**src/rtl/sdpram_fifo_pkg.sv**
```systemverilog
// rtl/sdpram_fifo_pkg.sv - shared sizing helpers for the SDP-RAM FIFO controller
package sdpram_fifo_pkg;

  function automatic int clog2(input int n);
    for (int r = 0; r < 31; r++) begin
      if ((1 << r) >= n) return r;
    end
    return 31;
  endfunction

  // Output buffer must absorb every read in flight plus a steady-state pop.
  function automatic int obuf_depth(input int rd_lat);
    return rd_lat + 2;
  endfunction

  function automatic int ptr_w(input int addr_w);
    return addr_w + 1;
  endfunction

  function automatic int level_w(input int addr_w);
    return addr_w + 2;
  endfunction

endpackage

```
**src/rtl/sdpram_fifo_obuf.sv**
```systemverilog
// rtl/sdpram_fifo_obuf.sv - small register FIFO holding RAM read data for show-ahead output
module sdpram_fifo_obuf
  import sdpram_fifo_pkg::*;
#(
  parameter  int DEPTH  = 3,
  parameter  int DATA_W = 64,
  localparam int CNT_W  = clog2(DEPTH + 1)
) (
  input  logic              clk,
  input  logic              rst_n,
  input  logic              clr,
  input  logic              push,
  input  logic [DATA_W-1:0] push_data,
  input  logic              pop,
  output logic [DATA_W-1:0] head_data,
  output logic [CNT_W-1:0]  cnt,
  output logic              vld
);

  localparam int IDX_W = clog2(DEPTH);

  logic [DATA_W-1:0] mem [DEPTH];
  logic [IDX_W-1:0]  wr_idx;

  // Entries shift toward slot 0 on pop, so a push lands just behind the surviving data.
  assign wr_idx    = IDX_W'(cnt - CNT_W'(pop));
  assign head_data = mem[0];
  assign vld       = (cnt != '0);

  always_ff @(posedge clk or negedge rst_n) begin
    if (!rst_n) begin
      cnt <= '0;
      for (int i = 0; i < DEPTH; i++) mem[i] <= '0;
    end else if (clr) begin
      cnt <= '0;
    end else begin
      if (pop) begin
        for (int i = 0; i < DEPTH - 1; i++) mem[i] <= mem[i+1];
      end
      if (push) mem[wr_idx] <= push_data;
      cnt <= cnt + CNT_W'(push) - CNT_W'(pop);
    end
  end

endmodule

```
**src/rtl/sdpram_fifo_ctrl.sv**
```systemverilog
// rtl/sdpram_fifo_ctrl.sv - FIFO controller sequencing an external simple dual-port RAM
module sdpram_fifo_ctrl
  import sdpram_fifo_pkg::*;
#(
  parameter int ADDR_W    = 9,
  parameter int DATA_W    = 64,
  parameter int RD_LAT    = 1,
  parameter int AFULL_TH  = 2**ADDR_W - 8,
  parameter int AEMPTY_TH = 4
) (
  input  logic                clk,
  input  logic                rst_n,
  input  logic                clr,
  input  logic                wr_vld,
  input  logic [DATA_W-1:0]   wr_data,
  output logic                wr_rdy,
  output logic                rd_vld,
  output logic [DATA_W-1:0]   rd_data,
  input  logic                rd_rdy,
  output logic                ram_wren,
  output logic [ADDR_W-1:0]   ram_wraddress,
  output logic [DATA_W-1:0]   ram_data,
  output logic                ram_rden,
  output logic [ADDR_W-1:0]   ram_rdaddress,
  input  logic [DATA_W-1:0]   ram_q,
  output logic [ADDR_W+1:0]   level,
  output logic                afull,
  output logic                aempty
);

  localparam int DEPTH      = 1 << ADDR_W;
  localparam int OBUF_DEPTH = obuf_depth(RD_LAT);
  localparam int OCW        = clog2(OBUF_DEPTH + 1);
  localparam int FCW        = clog2(RD_LAT + 1);

  typedef logic [ptr_w(ADDR_W)-1:0]   ptr_t;
  typedef logic [level_w(ADDR_W)-1:0] level_t;

  if (RD_LAT != 1 && RD_LAT != 2) begin : g_bad_rd_lat
    $error("sdpram_fifo_ctrl: RD_LAT must be 1 or 2");
  end

  ptr_t              wr_ptr, rd_ptr, wr_ptr_nxt, rd_ptr_nxt, ram_cnt, ram_cnt_nxt;
  logic [RD_LAT-1:0] tags, tags_nxt;
  logic [FCW-1:0]    inflight_cnt, inflight_nxt;
  logic [OCW-1:0]    obuf_cnt, obuf_cnt_nxt;
  logic              wr_fire, rd_issue, obuf_push, obuf_pop;
  level_t            level_nxt;

  // Registered pointers mean a slot written this cycle is only readable next cycle.
  assign ram_cnt      = wr_ptr - rd_ptr;
  assign inflight_cnt = FCW'($countones(tags));
  assign wr_fire      = wr_vld & wr_rdy & ~clr;
  assign rd_issue     = ~clr & (ram_cnt != '0) &
                        ((int'(inflight_cnt) + int'(obuf_cnt)) < OBUF_DEPTH);
  assign obuf_push    = tags[RD_LAT-1] & ~clr;
  assign obuf_pop     = rd_vld & rd_rdy & ~clr;

  assign ram_wren      = wr_fire;
  assign ram_wraddress = wr_ptr[ADDR_W-1:0];
  assign ram_data      = wr_data;
  assign ram_rden      = rd_issue;
  assign ram_rdaddress = rd_ptr[ADDR_W-1:0];

  always_comb begin
    wr_ptr_nxt   = wr_ptr + ptr_t'(wr_fire);
    rd_ptr_nxt   = rd_ptr + ptr_t'(rd_issue);
    tags_nxt     = RD_LAT'({tags, rd_issue});
    obuf_cnt_nxt = obuf_cnt + OCW'(obuf_push) - OCW'(obuf_pop);
    if (clr) begin
      wr_ptr_nxt   = '0;
      rd_ptr_nxt   = '0;
      tags_nxt     = '0;
      obuf_cnt_nxt = '0;
    end
    ram_cnt_nxt  = wr_ptr_nxt - rd_ptr_nxt;
    inflight_nxt = FCW'($countones(tags_nxt));
    level_nxt    = level_t'(ram_cnt_nxt) + level_t'(inflight_nxt) + level_t'(obuf_cnt_nxt);
  end

  always_ff @(posedge clk or negedge rst_n) begin
    if (!rst_n) begin
      wr_ptr <= '0;
      rd_ptr <= '0;
      tags   <= '0;
      wr_rdy <= 1'b0;
      level  <= '0;
      afull  <= 1'b0;
      aempty <= 1'b1;
    end else begin
      wr_ptr <= wr_ptr_nxt;
      rd_ptr <= rd_ptr_nxt;
      tags   <= tags_nxt;
      wr_rdy <= (ram_cnt_nxt != ptr_t'(DEPTH)) && !clr;
      level  <= level_nxt;
      afull  <= (ram_cnt_nxt >= ptr_t'(AFULL_TH));
      aempty <= (level_nxt <= level_t'(AEMPTY_TH));
    end
  end

  sdpram_fifo_obuf #(
    .DEPTH  (OBUF_DEPTH),
    .DATA_W (DATA_W)
  ) u_obuf (
    .clk       (clk),
    .rst_n     (rst_n),
    .clr       (clr),
    .push      (obuf_push),
    .push_data (ram_q),
    .pop       (obuf_pop),
    .head_data (rd_data),
    .cnt       (obuf_cnt),
    .vld       (rd_vld)
  );

  assert property (@(posedge clk) disable iff (!rst_n)
    (rd_vld && !rd_rdy && !clr) |=> $stable(rd_data));
  assert property (@(posedge clk) disable iff (!rst_n)
    ram_cnt <= ptr_t'(DEPTH));

endmodule

```
**config.mk**
```make
export PLATFORM = sky130hd
export DESIGN_NAME = sdpram_fifo_ctrl
export DESIGN_NICKNAME = d
export VERILOG_FILES = /design/src/rtl/sdpram_fifo_pkg.sv /design/src/rtl/sdpram_fifo_obuf.sv /design/src/rtl/sdpram_fifo_ctrl.sv
export SDC_FILE = /design/constraint.sdc
export NUM_CORES = 1
export LEC_CHECK = 0
export ABC_CLOCK_PERIOD_IN_PS = 10510
export CAP_MARGIN = 20
export CORE_ASPECT_RATIO = 1.25
export CORE_UTILIZATION = 54
export CTS_CLUSTER_SIZE = 12
export DETAILED_ROUTE_END_ITERATION = 7
export GPL_ROUTABILITY_DRIVEN = 0
export GPL_TIMING_DRIVEN = 0
export PLACE_DENSITY_LB_ADDON = 0.3
export SYNTH_ARGS = -nofsm -noshare
export SYNTH_HDL_FRONTEND = slang
export SYNTH_SLANG_ARGS = --single-unit
```
**constraint.sdc**
```tcl
create_clock -name clk -period 10.51 [get_ports clk]
set_input_delay 1.051 -clock clk [delete_from_list [all_inputs] [get_ports clk]]
set_output_delay 1.051 -clock clk [all_outputs]
set_load 0.05 [all_outputs]
```
==> results_dict.tcl <==
set metrics [dict create \
    r2r_start "rd_ptr[1]" \
    die-area_um2 23320 \
    crit_start "clr" \
    critPathLaunchType "input pin" \
    reg2reg_slack_ns 5.03 \
    seq_area_um2 5732 \
    status "finished clean" \
    power_density_nw_per_um2 294.9 \
    drc_errors 0 \
    syn-cell-area_um2 12260 \
    avgViaCountPerCell 5.626 \
    postCtsSetupBuffers 0 \
    drt_iter0_drc 933 \
    timing.rr.end "aempty" \
    synth-main-ff-cell "dfrtp_1" \
    grt_pass1_wl_um 50720 \
    dieHeight_um 170.5 \
    arrival_ns 6.20 \
    final_area_um2 15690 \
    slew_headroom 0.4835 \
    root_buffer "clkbuf_16" \
    rsz0062_at_grt "false" \
    fill_cells 1718 \
    worstPathRequired_ns 10.93 \
    grt_usage 0.2742 \
    worstSetupPathType "input pin to flop" \
    skew_ns 0.01181 \
    synth_cells 1293 \
    ys_warn_count 0 \
    final_util 0.7040 \
    ant_nets 0 \
    finalSetupViolCount 0 \
    cts.sinks 229 \
    fin_crit_sh 0.5500 \
    row_count 61 \
    yosysSeqAreaShare 0.4674 \
    setup_tns_ns 0 \
    r2r.worst_path.cells 23 \
    p_total_uw 4627 \
    syn_to_final_growth_pct 27.96 \
    max_freq_mhz 173.0 \
    cp-end-kind "flop" \
    max_slew.worst_pin.slew_ns 0.7747 \
    ctsResizeCount 0 \
    drtPass1Iterations 5 \
    synth_top_area_cell "dfrtp_1" \
    grt_pass1_vias 10330 \
    wirelength_um 31510 \
    grt_max_degree 106 \
    portBuffers 230 \
    avgSynthCellArea_um2 9.483 \
    overflow 0 \
    die_x_um 136.8 \
    grt_antenna_before_repair 1 \
    tritoncts "yes" \
    core-area_um2 22290 \
    synthArstFlopShare 1.000 \
    start_util 0.5502 \
    htree_levels 1 \
    ys_ff_latch 229 \
    io_pins 296 \
    final_layout_size_suffix_gt1_frac 0.1724 \
    nets 1715 \
    wire_per_inst_um 17.09 \
    worstHoldPathType "input pin to async pin" \
    synthTopCellsByArea "dfrtp_1, buf_4, o31ai_1, mux2_2, nor3_1" \
    cts.path.max_buffers 3 \
    irDropWorstVdd_mv 0.2511 \
    numCtsBuffers 24 \
    p_leak_uw 0.006751 \
    dp_hpwl_um 22590 \
    synth_cell_types 56 \
    endpoint "aempty" \
    hold_buffers 0 \
    whs_ns 0.4152 \
    finalMaxSlewViolations 0 \
    multi_input_area_um2 4977 \
    clk_pin_slew_ns 0.05 \
    synth_edf_count 0 \
    maxCapViolCount 0 \
    fin_crit_ns 5.780 \
    clk-insertion-delay-late_ns 0.51 \
    hold_viol_final 0 \
    syn_nets 1457 \
    num_vias 10370 \
    placed_cell_area_um2 14980 \
    yosys.area.top_type_share 0.4653 \
    path_max_fanout 10 \
]
-- synth_stat cells, drive strengths merged, types with 9 or more instances --
master / count
o31ai: 127
o21ai: 14
xor2: 11
nand3: 9
buf: 157
nor3: 132
xnor2: 19
nand2: 144
nor2: 152
a21oi: 10
inv: 36
ha: 28
or2: 9
clkbuf: 71
mux2: 64
dfrtp: 228
-- metrics by stage --
| step | setup slack, ns | instances |
|---|---|---|
| 3_5_place_dp | 4.224 | 1808 |
| 2_1_floorplan | 5.197 | 1293 |
| 5_1_grt | 4.410 | 1844 |
| 6_report | 4.730 | 1844 |
| 3_3_place_gp | -1.276 | 1806 |
| 4_1_cts | 4.747 | 1843 |
-- power by group --
| group | internal, µW | leakage [µW] | switching (µW) |
|---|---|---|---|
| sequential | 1280 | 0.00282 | 211 |
| combinational | 964 | 0.00358 | 1380 |
| clock | 455 | 0.000350 | 338 |
-- cells in the final DEF (no fill, tap or decap), drive strengths merged, types with 4 or more instances in the layout --
master and instances:
clkdlybuf4s50 229, dfrtp 228, buf 160, nor2 152, nand2 144, nor3 132
o31ai 127, clkbuf 104, mux2 64, inv 37, ha 28, xnor2 19
o21ai 14, xor2 11, a21oi 10, nand3 9, or2 9, nor2b 8
o21a 8, nand2b 7, mux2i 5, o211ai 5, nor4 5, and3 4
nor3b 4
-- cell type report --
| cell class | count | share of cell area |
|---|---|---|
| flip-flops and latches | 229 | 0.3653 |
| inverters | 36 | 0.008612 |
| clock inverters | 2 | 0.0008772 |
| multi-input cells | 800 | 0.3172 |
| diodes | 1 | 0.0001595 |
| plain buffers | 228 | 0.09035 |
| repair buffers | 232 | 0.1506 |
| well taps | 283 | 0.02257 |
| clock buffers | 33 | 0.04434 |
-- worst min-delay path by stage --
stage,from,end
floorplan,flop,flop
global placement,flop,flop
detailed placement,flop,flop
CTS,rst_n,level[5]
global route,rst_n,level[6]
finish,rst_n,level[5]
-- cell families (layout without fill, tap and decap cells) --
logic type | Yosys count | count (layout) | synth area share
buf+inv | 264 | 531 | 0.1266
xor+xnor | 31 | 31 | 0.02347
compound gates | 184 | 184 | 0.1106
other cells | 0 | 1 | 0
flops | 229 | 229 | 0.4674
simple gates | 485 | 485 | 0.1755
fa+ha+maj | 31 | 31 | 0.03347
mux | 69 | 69 | 0.06286
-- worst max-delay path, stage by stage --
cell	delay, ns
clkbuf_1	0.43
clkbuf_1	0.65
clkbuf_1	0.39
clkbuf_1	0.48
nor2_1	0.18
ha_1	0.29
ha_1	0.29
nand2b_1	0.09
fa_1	0.57
inv_1	0.08
ha_1	0.27
and2b_1	0.13
o21ai_2	0.09
or4_4	0.57
buf_6	0.15
nor2_2	0.11
a32oi_1	0.13
nor4_2	0.24
-- layer usage --
layer | routed length [µm] | up-vias | global-route usage | share of wire
met5 | 0 | - | 0 | 0
met4 | 1228 | 0 | 0.1228 | 0.039
met3 | 2372 | 97 | 0.03813 | 0.075
met2 | 15420 | 474 | 0.4633 | 0.49
met1 | 12480 | 5004 | 0.3479 | 0.40
li1 | - | 4799 | - | -
Note: power is estimated with default switching activity, not from simulation.
